`src/rtl/parity_serial_scheduler.sv`:
```
// Purpose : round-robin share of one bit-serial parity engine among N_REQ parallel-word requesters.
// Latency : gnt in cycle T, ser_x bits T..T+WIDTH-1 LSB-first, done/parity/done_id in cycle T+WIDTH.
// Backpressure: req is held by the requester until its gnt pulse; req is ignored while a word shifts.
// Option  : define RR_BACK2BACK_EN to arbitrate in DONE as well (no IDLE bubble, WIDTH+1 cycles per word).
module parity_serial_scheduler #(
   parameter int N_REQ = 4,
   parameter int WIDTH = 8,
   parameter int ID_W  = $clog2(N_REQ)
) (
   input  logic                   clk,
   input  logic                   rst_n,
   input  logic [N_REQ-1:0]       req,
   input  logic [N_REQ*WIDTH-1:0] data,
   output logic [N_REQ-1:0]       gnt,
   output logic                   busy,
   output logic                   ser_x,
   output logic                   ser_valid,
   output logic                   done,
   output logic [ID_W-1:0]        done_id,
   output logic                   parity
);

   localparam int CNT_W = (WIDTH > 1) ? $clog2(WIDTH) : 1;

   typedef enum logic [1:0] {
      IDLE  = 2'd0,
      SHIFT = 2'd1,
      DONE  = 2'd2
   } state_t;

   state_t            state;
   state_t            state_nxt;
   logic [WIDTH-1:0]  shreg;
   logic [CNT_W-1:0]  cnt;
   logic              acc;
   logic [ID_W-1:0]   last;
   logic [ID_W-1:0]   winner;
   logic [ID_W-1:0]   idx;
   logic              found;
   logic              load;
   logic              last_bit;

   assign last_bit  = (cnt == CNT_W'(WIDTH - 1));
   assign busy      = (state != IDLE);
   assign ser_valid = (state == SHIFT);
   assign ser_x     = shreg[0];

   // Round-robin search: first set req bit starting just above the last winner, wrapping around.
   always_comb begin
      winner = last;
      found  = 1'b0;
      idx    = '0;
      for (int k = 1; k <= N_REQ; k++) begin
         idx = ID_W'((int'(last) + k) % N_REQ);
         if (!found && req[idx]) begin
            winner = idx;
            found  = 1'b1;
         end
      end
   end

   // Next-state logic; load marks the edge at which a new word is captured and granted.
   always_comb begin
      state_nxt = state;
      load      = 1'b0;
      case (state)
         IDLE: begin
            if (|req) begin
               load      = 1'b1;
               state_nxt = SHIFT;
            end
         end
         SHIFT: begin
            if (last_bit) begin
               state_nxt = DONE;
            end
         end
         DONE: begin
`ifdef RR_BACK2BACK_EN
            if (|req) begin
               load      = 1'b1;
               state_nxt = SHIFT;
            end else begin
               state_nxt = IDLE;
            end
`else
            state_nxt = IDLE;
`endif
         end
         default: state_nxt = IDLE;
      endcase
   end

   // State register.
   always_ff @(posedge clk) begin
      if (!rst_n) begin
         state <= IDLE;
      end else begin
         state <= state_nxt;
      end
   end

   // Datapath: capture word on grant, shift LSB-first while accumulating parity, publish result on last bit.
   always_ff @(posedge clk) begin
      if (!rst_n) begin
         shreg   <= '0;
         cnt     <= '0;
         acc     <= 1'b0;
         last    <= ID_W'(N_REQ - 1);
         gnt     <= '0;
         done    <= 1'b0;
         done_id <= '0;
         parity  <= 1'b0;
      end else begin
         gnt  <= '0;
         done <= 1'b0;
         if (load) begin
            shreg <= data[winner*WIDTH +: WIDTH];
            cnt   <= '0;
            acc   <= 1'b0;
            last  <= winner;
            gnt   <= N_REQ'(1) << winner;
         end else if (state == SHIFT) begin
            acc   <= acc ^ shreg[0];
            shreg <= shreg >> 1;
            cnt   <= cnt + CNT_W'(1);
            if (last_bit) begin
               parity  <= acc ^ shreg[0];
               done_id <= last;
               done    <= 1'b1;
            end
         end
      end
   end

endmodule

```
`config.mk`:
```
export PLATFORM = sky130hd
export DESIGN_NAME = parity_serial_scheduler
export DESIGN_NICKNAME = d
export VERILOG_FILES = /design/src/rtl/parity_serial_scheduler.sv
export SDC_FILE = /design/constraint.sdc
export NUM_CORES = 1
export LEC_CHECK = 0
export ABC_AREA = 1
export BUFFER_PORTS_ARGS = -buffer_cell sky130_fd_sc_hd__buf_4
export CORE_UTILIZATION = 47
export DETAILED_ROUTE_END_ITERATION = 10
export GPL_ROUTABILITY_DRIVEN = 0
export PLACE_DENSITY = 0.8
export SETUP_SLACK_MARGIN = 0.2
export SYNTH_ARGS = -nofsm -noshare
export SYNTH_HDL_FRONTEND = slang
export SYNTH_SLANG_ARGS = --single-unit
```
`constraint.sdc`:
```
create_clock -name clk -period 1.4 [get_ports clk]
set_input_delay 0.14 -clock clk [delete_from_list [all_inputs] [get_ports clk]]
set_output_delay 0.14 -clock clk [all_outputs]
set_load 0.02 [all_outputs]
```
==> results.md, run 1 <==
* Outcome: finished, violations left
* Failing checks: negative setup slack
* Sequential share of the synthesized area at 28.72%
* CP most frequent cell: nand2_2
* Final non-filler cell area at 2709 sq um
* Syn Area/Cell at 6.999 sq um
* M1 GR Usage at 31.31%
* Clk slew on worst S/H paths at 0.14 ns
* Die H at 61.66 um
* Cell Pwr Density at around 1300 nW/um^2
* Post-DP HPWL at 2943 um
* GR Util met2 at 45.31%
* Crit share post-route at 115.3%
* Flops & latches, synth at 24
* Worst slew pin tran at between 0.3 and 0.4 ns
* CTS buffer count at 3
* Min Tclk post-route at 1.615 ns
* Clock network fraction of design power at between 10% and 20%
* PortBufs at between 40 and 50
* Largest net degree at the start of global routing at 15
* Setup Viol. Count Final at 14
* Post-DR wirelength/cell at roughly 14 um
* Layout net count at approximately 360
* Via count of the first global-routing pass at 1,743
* Main combinational cell family by area after synthesis: simple AND/OR/NAND/NOR gates
* Clk buf depth at 2
* Hold_buf cts at 0
* Yosys cell types at 30
* Ys Warns at 0
* NetSw at ~1.5 mW
* Post-synthesis compound-gate area fraction at about a tenth
* Met3 usage at 3.992%
* Cells after Synth at 239
* CP delay by family, top: simple AND/OR/NAND/NOR gates
* Setup ws final at -0.2146 ns
* GRT Total Usage at between 20 and 30%
* Max_cap viols at 0
* Cell Rows at 21
* Via count at about 1.9k
* CP arrival at 1.88 ns
* Ant. Diodes at 0
* Critical Path Fanout Max at 8
* Simple-gate share of the synthesized area at 51.23%
* RSZ-0062 raised after global routing: yes
* Peak VDD IR at 0.7322 mV
* Synth-to-Final Area Change at 61.93%
* Initial Utilization at 49.74%
* R2R Setup Slk at -0.21 ns
* Final Max Tran Viols at 0
* Kind of critical path: flop to flop
* GRT Max-Usage Layer: met2
* I/O Pins at between 40 and 50
* Final ANT Viol Nets at 0
* Leak at about 1.4 nW
* Xor/xnor cell area share of the yosys netlist at 1.047%
* DRC viols at 0
* Placed cell areas at 2251 sq um
* CTS tree: done
* Die ar. at 3802 sq um
* Synthesized area at around 1700 sq um
* Cell Chain, Critical Path: clkbuf_16, nand2_2, nand2_2, nand2_2, nand2_4, nand2_4, nand3_4, buf_12, nand3_2, nand3_2, nand2_1, a21oi_2
* Worst Setup End Kind: flop
* Comb power frac at between 60% and 70%
* Routed wire length at 5164 um
* Required time worst endpoint at roughly 1.7 ns
* Worst clock skew at 0.007559 ns
* Int Power at 2.035 mW
* CTS Root Cell: clkbuf_4
* Initial antenna violation count at 0
* Worst skew pair latency at about 0.33 ns
* Core area at 3363 sq um
* Fin. Hold Viols at 0
* Startpoint Class: flop
* Adder-Cell Fraction of Synth Area at under 10%
* Max Clock Freq at 619.4 MHz
* # clock sinks at 24
* CP bufs+invs at 2
* Initial drt markers at 154
* Sequential Power Share at 23.7%
* H-tree levels at 1
* Fraction of layout cells with a size suffix above 1 at 59.94%
* Slowest CP cell: dfxtp_4
* Hold Crit Class: primary input to flop
* First-pass GRT wire length at 7265 um
* # fillers at 218
* Hold WS at 0.09812 ns
* Sw Share at 42.55%
* Vias per cell at ~5.2
* Die width at 61.66 um
* Post-Syn Nets at 279
* Proportion of synthesized area in mux cells at 0%
* Critical path's largest stage delay at 0.44 ns
* Drt pass-1 iters at 4
* Gr ovfl total at 0
* Slew HR at approximately 78%
-- registers in the layout, summed over array words and instances (netlist names) --
| register | flops |
|---|---|
| last | 2 |
| done_id | 2 |
| shreg | 8 |
| cnt | 3 |
| done | 1 |
| acc | 1 |
| parity | 1 |
| gnt | 4 |
| state | 2 |
-- power by group through the flow --
stage               Clock [mW]  Combinational, mW  Sequential (mW)
finish                   0.515               2.19            0.840
global route             0.546               2.33            0.851
CTS                      0.505               1.83            0.829
detailed placement           0               1.64            0.835
global placement             0               1.62            0.833
floorplan                    0               1.17            0.842
-- area by class of cell --
type / count / area [sq um] / share of cell area, %
Clock buffer: 3 / 22.52 / 0.8314
Clock inverter: 1 / 30.03 / 1.109
Inverter: 16 / 72.57 / 2.679
Multi-Input combinational cell: 192 / 1300 / 47.99
Sequential cell: 24 / 491.7 / 18.15
Tap cell: 46 / 57.56 / 2.125
Timing Repair Buffer: 86 / 734.5 / 27.11
-- synthesized netlist by cell type --
cell type	n	area share, %
a21oi_1	9	2.7
a21oi_2	6	3.1
buf_12	1	1.2
buf_2	4	1.2
buf_4	1	0.45
buf_6	2	1.3
clkbuf_1	1	0.22
dfxtp_1	24	29
ha_1	2	1.5
inv_1	11	2.5
inv_2	4	0.90
inv_4	1	0.37
nand2_1	79	18
nand2_2	9	3.4
nand2_4	11	7.4
nand3_1	28	8.4
nand3_2	8	4.8
nand3_4	2	2.1
nand4_1	1	0.37
nor2_1	11	2.5
nor2_2	2	0.75
nor2_4	1	0.67
nor3_2	1	0.60
o21ai_0	9	2.7
o21ai_1	1	0.30
o21ai_2	1	0.52
or2_1	1	0.37
or2_2	6	2.2
xnor2_1	1	0.52
xor2_1	1	0.52
-- per-layer routing --
metal,part of all wire (%),vias up
met5,0,-
met1,44,898
met2,51,71
li1,-,935
met4,1.4,0
met3,3.9,13
-- tightest hold or removal path: stages --
cell,delay [ns]
buf_4,0.16
o21ai_2,0.07
a21oi_2,0.03
-- what timing repair did --
action,in CTS,in global routing
buffers inserted,5,8
gates resized for setup,33,43
setup endpoints to repair,25,25
pin swaps,10,33
cloned,1,2
-- logic make-up after synthesis --
| group | Yosys count |
|---|---|
| compound gates | 26 |
| flops | 24 |
| fa+ha+maj | 2 |
| simple gates | 160 |
| buf+inv | 25 |
| xor+xnor | 2 |
-- per-stage QoR --
step / total power [mW] / setup TNS [ns] / setup WS (ns) / std cells / utilization [%]
after CTS: 3.169 / -0.6960 / -0.09766 / 358 / 73.40
final: 3.542 / -2.071 / -0.2146 / 368 / 80.54
after global routing: 3.728 / -2.962 / -0.2935 / 368 / 80.54
after global placement: 2.450 / -1.319 / -0.1383 / 348 / 66.93
after floorplan: 2.015 / -0.1074 / -0.01420 / 239 / -
after detailed placement: 2.473 / -1.767 / -0.1881 / 348 / 66.93
-- cells in the final DEF (no fill, tap or decap), types with 4 or more instances in the layout --
| cell | instances |
|---|---|
| nor2_1 | 7 |
| dfxtp_1 | 19 |
| nand3_4 | 4 |
| buf_6 | 9 |
| a21oi_2 | 9 |
| inv_1 | 6 |
| nor2_4 | 4 |
| inv_2 | 7 |
| nand2_4 | 20 |
| a21oi_1 | 6 |
| nand2_2 | 20 |
| buf_4 | 73 |
| nand2_1 | 59 |
| o21ai_0 | 7 |
| nand3_2 | 14 |
| nand3_1 | 20 |
| or2_2 | 6 |
-- path summary, 6_finish.rpt --
check | start | end | cells past startpoint
max | last[0]$_SDFFE_PN1P_ | shreg[4]$_SDFFE_PN0P_ | 12
min | rst_n | done_id[0]$_SDFFE_PN0P_ | 3
max reg2reg | last[0]$_SDFFE_PN1P_ | shreg[4]$_SDFFE_PN0P_ | 12
min reg2reg | shreg[7]$_SDFFE_PN0P_ | shreg[7]$_SDFFE_PN0P_ | 2
Note: power is estimated with default switching activity, not from simulation.
==> run 2, diff against run 1 <==
- PLACE_DENSITY: 0.8 -> 0.73
==> run 2 against run 1 <==
The run still ends with negative setup slack left. Highest routed layer unchanged. Hold slack gained 0.020 ns. Largest cell class unchanged. Wire length increased by 3.4%. Non-clock buffer count is 5 higher. Critical endpoint is now shreg[0]$_SDFFE_PN0P_. Sequential cell count did not move. Register-to-register slack got worse by 0.02 ns. Utilization increased by 4.1 points. Count of clock-buffer cells in the layout is the same. Critical path type unchanged. Clock power is essentially flat. Sequential power about the same.
==> results.md, run 2 (synthesized netlist as in run 1, its figures left out) <==
* Outcome: finished, violations left
* Clock network fraction of design power at 13.9% (-0.6 points)
* PnR Total Power at 3.699 mW (+4.4%)
* Failing checks: negative setup slack
* Max Clock Freq at 611.6 MHz (-1.2%)
* Hold path startpoint: rst_n
* Via count at 1,888 (-1.5%)
* R2R cell count at 12 (unchanged)
* Leak at 1.393 nW (+2.2%)
* Initial antenna violation count at 0 (unchanged)
* Commonest non-fill, non-tap cells in the layout: buf_4, nand2_1, nand2_2, nand2_4, nand3_1
* Reg-to-reg endpoint: shreg[0]$_SDFFE_PN0P_
* Worst skew pair latency at 0.33 ns (about the same)
* R2R Setup Slk at -0.23 ns (-0.02 ns)
* Routed wire length at 5342 um (+3.4%)
* Pre-CTS WS at -0.1960 ns (-0.007966 ns)
* Sequential Power Share at 22.7% (-1.0 points)
* Core area at 3363 sq um (unchanged)
* Cell Rows at 21 (unchanged)
* CTS Root Cell: clkbuf_4
* Post-DP HPWL at 2995 um (+1.8%)
* Die ar. at 3802 sq um (unchanged)
* Top Registers: shreg: 8 flops, gnt: 4 flops, cnt: 3 flops
* Largest register FFs at 8 (unchanged)
* Peak VDD IR at 0.7833 mV (+7.0%)
* Critical Path Fanout Max at 7 (-1)
* Worst Setup End Kind: flop
* Layout net count at 367 (+1.1%)
* Placed insts at 351 (+0.86%)
* Setup Viol. Count Final at 14 (unchanged)
* Fraction of layout cells with a size suffix above 1 at 63.50% (+3.6 points)
* Initial Utilization at 49.74% (unchanged)
* I/O Pins at 49 (unchanged)
* GRT Total Usage at 22.46% (-2.7 points)
* Synth-to-Final Area Change at 70.16%
* Slew HR at 78.24% (+0.32 points)
* Final ANT Viol Nets at 0 (unchanged)
* Die H at 61.66 um (unchanged)
* Setup ws final at -0.2349 ns (-0.02038 ns)
* Reg with most FFs: shreg
* Setup crit end: shreg[0]$_SDFFE_PN0P_
* Largest net degree at the start of global routing at 18 (+3)
* Clk slew on worst S/H paths at 0.14 ns (about the same)
* Clk buf depth at 2 (unchanged)
* Via count of the first global-routing pass at 1,569 (-10%)
* Worst slew pin tran at 0.3260 ns (-0.004854 ns)
* Post-layout util at 84.64% (+4.1 points)
* Hold_buf cts at 0 (unchanged)
* Sw Share at 42.82% (+0.27 points)
* Die width at 61.66 um (unchanged)
* Post-DR wirelength/cell at 14.36 um (+2.3%)
* CTS buffer count at 3 (unchanged)
* Crit. Startpoint: last[0]$_SDFFE_PN1P_
* Drt pass-1 iters at 4 (unchanged)
* Ant. Diodes at 0 (unchanged)
* Crit share post-route at 116.8% (+1.5 points)
* Max_cap viols at 0 (unchanged)
* Int Power at 2.115 mW (+4.0%)
* Worst clock skew at 0.004219 ns (-0.003340 ns)
* Fin. Hold Viols at 0 (unchanged)
* DRC viols at 0 (unchanged)
* FF-to-FF Start: last[0]$_SDFFE_PN1P_
* Kind of critical path: flop to flop
* First-pass GRT wire length at 6506 um (-10%)
* CP arrival at 1.91 ns (+0.03 ns)
* Final Max Tran Viols at 0 (unchanged)
* Vias per cell at 5.075 (-2.6%)
* Hold WS at 0.1186 ns (+0.02045 ns)
* NetSw at 1.584 mW (+5.1%)
* Required time worst endpoint at 1.67 ns (about the same)
* Gr ovfl total at 0 (unchanged)
* Min Tclk post-route at 1.635 ns (+0.02038 ns)
* Finished Layout Cells at 372 (+1.1%)
* Cell Pwr Density at 1300 nW/um^2 (-0.61%)
* Commonest non-fill, non-tap cell in the layout: buf_4
* CTS tree: done
* Startpoint Class: flop
* H-tree levels at 1 (unchanged)
* Initial drt markers at 112 (-27%)
* PortBufs at 48 (unchanged)
* RSZ-0062 raised after global routing: yes
* Hold Crit Class: primary input to flop
* Comb power frac at 63.4% (+1.7 points)
* # clock sinks at 24 (unchanged)
-- run 2: power by group through the flow --
stage	Clock (mW)	Sequential [mW]	Combinational, mW
6_report	0.513	0.839	2.35
5_1_grt	0.539	0.852	2.50
4_1_cts	0.507	0.819	1.74
3_5_place_dp	0	0.833	1.67
3_3_place_gp	0	0.829	1.66
2_1_floorplan	0	0.842	1.17
-- run 2: metrics by stage --
stage	setup TNS (ns)	instance area [sq um]
finish	-2.323	2846
global route	-3.291	2846
CTS	-1.145	2406
detailed placement	-2.023	2286
global placement	-1.283	2286
floorplan	-0.1074	1693
-- run 2: timing repair --
| item | CTS | global route |
|---|---|---|
| cloned | 0 | 2 |
| setup buffers | 2 | 13 |
| setup endpoints to repair | 24 | 25 |
| pin swaps | 1 | 44 |
| resized for setup | 16 | 83 |
| hold endpoints to repair | 0 | 0 |
-- run 2: layout make-up --
cell class	count	area, sq um
Sequential cell	24	493.0
Fill cell	201	516.7
Clock buffer	3	22.52
Inverter	16	77.57
Clock inverter	1	30.03
Timing Repair Buffer	91	807.0
Tap cell	46	57.56
Multi-Input combinational cell	191	1359
-- run 2: worst min path at each step --
| stage | to | slack, ns | depth (start not counted) |
|---|---|---|---|
| floorplan | shreg[7]$_SDFFE_PN0P_ | 0.43 | 4 |
| global placement | cnt[2]$_SDFFE_PP0P_ | 0.45 | 2 |
| detailed placement | shreg[0]$_SDFFE_PN0P_ | 0.46 | 3 |
| CTS | done_id[1]$_SDFFE_PN0P_ | 0.11 | 3 |
| global route | done_id[1]$_SDFFE_PN0P_ | 0.10 | 3 |
| finish | done_id[1]$_SDFFE_PN0P_ | 0.12 | 3 |
-- run 2: critical path, stage by stage, from the launching register on --
cell,delay (ns)
dfxtp_4,0.40
buf_12,0.15
nand2_4,0.07
nand2_4,0.05
nand2_2,0.07
nand2_2,0.05
nand2_2,0.08
nand3_4,0.19
nand2_8,0.16
nand2_1,0.10
nand3_2,0.09
nand2_1,0.05
a21oi_1,0.12
-- run 2: per-layer routing --
layer	vias up	track usage, %	share of wire, %
met3	13	4.412	3.6
met5	-	0	0
met4	0	0.6349	1.9
li1	946	-	-
met2	61	40.71	53
met1	868	28.99	41
==> run 3, diff against run 2 <==
--- a/config.mk
+++ b/config.mk
@@ -10,2 +10,3 @@
 export CORE_UTILIZATION = 47
+export CTS_CLUSTER_DIAMETER = 40
 export DETAILED_ROUTE_END_ITERATION = 10
==> constraint.sdc (replaced) <==
create_clock -name clk -period 1.4 [get_ports clk]
set_input_delay 0.21 -clock clk [delete_from_list [all_inputs] [get_ports clk]]
set_output_delay 0.21 -clock clk [all_outputs]
set_load 0.02 [all_outputs]
==> run 3 against run 2 <==
The run still ends with negative setup slack left. Wire length increased by 16%. First-iteration DRC count grew 40%. Count of clock-buffer cells in the layout unchanged. Die area unchanged. Via count is 6.1% higher. Sequential power increased by 0.7%. Fmax decreased by 4.3%. Register-to-register slack worse by 0.07 ns. Cell area up 2.7%. Clock skew increased by 0.0051 ns. Hold slack better by 0.083 ns. Power increased by 6.6%. Critical path type unchanged. Largest cell class unchanged. Largest power group unchanged.
==> results.md, run 3 (synthesized netlist as in run 1, its figures left out) <==
* CTS tree: done
* Failing checks: negative setup slack
* RSZ-0062 raised after global routing: yes
* Vias per cell at 5.313 (+4.7%)
* Reg with most FFs: shreg
* Critical path's largest stage delay at 0.40 ns (about the same)
* Crit. Startpoint: last[0]$_SDFFE_PN1P_
* Reg-to-reg endpoint: shreg[5]$_SDFFE_PN0P_
* FF-to-FF Start: last[0]$_SDFFE_PN1P_
* Min Tclk post-route at 1.708 ns (+0.07302 ns)
* Register area at 493.0 sq um (unchanged)
* Clk buf depth at 2 (unchanged)
* Met2 wire len at 3181 um (+12%)
* Top Registers: shreg: 8 flops, gnt: 4 flops, cnt: 3 flops
* Gr ovfl total at 0 (unchanged)
* Hold Crit Class: primary input to flop
* Layout net count at 372 (+1.4%)
* CTS buffer count at 3 (unchanged)
* Worst Setup End Kind: flop
* Post-DR wirelength/cell at 16.41 um (+14%)
* Drt pass-1 iters at 4 (unchanged)
* Post-DP HPWL at 3028 um (+1.1%)
* Cell Rows at 21 (unchanged)
* Max_cap viols at 0 (unchanged)
* CTS Root Cell: clkbuf_4
* Peak VDD IR at 0.8085 mV (+3.2%)
* Levels on crit path at 13 (+1)
* Via count of the first global-routing pass at 1,746 (+11%)
* Final Max Tran Viols at 0 (unchanged)
* Fin. Hold Viols at 0 (unchanged)
* # fillers at 173 (-14%)
* Synth-to-Final Area Change at 74.72%
* R2R cell count at 13 (+1)
* Setup ws final at -0.3080 ns (-0.07302 ns)
* H-tree levels at 1 (unchanged)
* Wire length on met3 at 297 um (+53%)
* Final ANT Viol Nets at 0 (unchanged)
* I/O Pins at 49 (unchanged)
* Max Clock Freq at 585.5 MHz (-4.3%)
* Required time worst endpoint at 1.66 ns (about the same)
* Commonest non-fill, non-tap cells in the layout: buf_4, nand2_1, nand2_2, nand2_4, nand3_1
* # clock sinks at 24 (unchanged)
* Worst clock skew at 0.009291 ns (+0.005072 ns)
* Worst skew pair latency at 0.32 ns (about the same)
* CP bufs+invs at 2 (+1)
* Die ar. at 3802 sq um (unchanged)
* Initial antenna violation count at 0 (unchanged)
* Initial Utilization at 49.74% (unchanged)
* Cell Pwr Density at 1349 nW/um^2 (+3.8%)
* Commonest non-fill, non-tap cell in the layout: buf_4
* Crit share post-route at 122.0% (+5.2 points)
* CP delay by family, top: simple AND/OR/NAND/NOR gates
* Critical Path Fanout Max at 6 (-1)
* Top sig layer: met4
* Outcome: finished, violations left
* Cell Chain, Critical Path: buf_12, nand2_4, nand2_2, nand2_1, nand2_1, nand2_2, nand3_4, nand2_8, buf_6, nand2_4, nand3_2, nand2_2, a21oi_2
* Leak at 1.437 nW (+3.1%)
* Met1 Wirelength at 2524 um (+14%)
* Die width at 61.66 um (unchanged)
* DRC viols at 0 (unchanged)
* Largest net degree at the start of global routing at 18 (unchanged)
* Hold WS at 0.2018 ns (+0.08320 ns)
* Area taken by multi-input logic gates at 1369 sq um (+0.74%)
* Routed wire length at 6188 um (+16%)
* Slew HR at 76.32% (-1.9 points)
* Die H at 61.66 um (unchanged)
* Startpoint Class: flop
* Hold_buf cts at 0 (unchanged)
* Clk slew on worst S/H paths at 0.13 ns (about the same)
* Initial drt markers at 157 (+40%)
* Fraction of layout cells with a size suffix above 1 at 64.95% (+1.5 points)
* CP most frequent cell: nand2_2
* GRT Total Usage at 26.63% (+4.2 points)
* Finished Layout Cells at 377 (+1.3%)
* Pre-CTS WS at -0.1767 ns (+0.01936 ns)
* Ant. Diodes at 0 (unchanged)
* Slowest CP cell: dfxtp_4
* Placed insts at 354 (+0.85%)
* Largest register FFs at 8 (unchanged)
* Setup crit end: shreg[5]$_SDFFE_PN0P_
* First-pass GRT wire length at 7507 um (+15%)
* Kind of critical path: flop to flop
* Worst slew pin tran at 0.3549 ns (+0.02882 ns)
* Via count at 2,003 (+6.1%)
* R2R Setup Slk at -0.31 ns (-0.07 ns)
* CP arrival at 1.96 ns (+0.05 ns)
* PortBufs at 48 (unchanged)
* Setup Viol. Count Final at 19 (+5)
* Core area at 3363 sq um (unchanged)
[run 3: changes by cell type in the layout (fill, tap and decap cells not counted), moves of 2 or more]
cell,before,now
nand2_4,20,22
buf_4,71,73
o21ai_0,8,6
inv_4,1,3
buf_12,4,6
[run 3: worst reg2reg max path, stage by stage (launching register included)]
cell,delay [ns]
dfxtp_4,0.40
buf_12,0.15
nand2_4,0.07
nand2_2,0.06
nand2_1,0.10
nand2_1,0.08
nand2_2,0.08
nand3_4,0.17
nand2_8,0.16
buf_6,0.11
nand2_4,0.03
nand3_2,0.06
nand2_2,0.07
a21oi_2,0.11
[run 3: through the flow]
step / util, % / power (mW) / area [sq um] / TNS (ns)
finish: 86.90 / 3.943 / 2923 / -3.435
global route: 86.90 / 4.119 / 2923 / -4.136
CTS: 77.23 / 3.276 / 2597 / -0.8740
detailed placement: 69.01 / 2.530 / 2321 / -1.865
global placement: 69.01 / 2.506 / 2321 / -1.357
floorplan: - / 2.015 / 1693 / -0.1074
[run 3: worst min path at each step]
| stage | start | end | slack (ns) | cells past startpoint |
|---|---|---|---|---|
| CTS | rst_n | done_id[1]$_SDFFE_PN0P_ | 0.19 | 3 |
| global route | rst_n | done_id[1]$_SDFFE_PN0P_ | 0.19 | 3 |
| floorplan | shreg[7]$_SDFFE_PN0P_ | shreg[7]$_SDFFE_PN0P_ | 0.44 | 2 |
| global placement | cnt[2]$_SDFFE_PP0P_ | cnt[2]$_SDFFE_PP0P_ | 0.45 | 2 |
| finish | rst_n | done_id[1]$_SDFFE_PN0P_ | 0.20 | 3 |
| detailed placement | cnt[2]$_SDFFE_PP0P_ | cnt[2]$_SDFFE_PP0P_ | 0.46 | 2 |
[run 3: cell type report]
cell class              count  share of cell area [%]
inverters                  16                   2.654
repair buffers             96                   29.88
multi-input cells         191                   46.83
flip-flops and latches     24                   16.87
clock buffers               3                  0.7705
well taps                  46                   1.969
clock inverters             1                   1.027
[run 3: repair_timing]
| action | in CTS | in global routing |
|---|---|---|
| hold endpoints to repair | 0 | 0 |
| pin swaps | 11 | 22 |
| gates cloned | 0 | 2 |
| endpoints found under the setup margin | 23 | 26 |
| resized for setup | 48 | 58 |
| buffers inserted | 9 | 8 |
[run 3: routing by layer]
metal	vias up	track usage, %
met3	24	4.622
met1	940	31.61
met5	-	0
met2	83	47.93
li1	956	-
met4	0	9.206
[run 3: power breakdown]
group	internal, mW	switching (mW)
clock network	0.289	0.208
registers	0.773	0.0720
logic	1.19	1.41
total	2.26	1.69
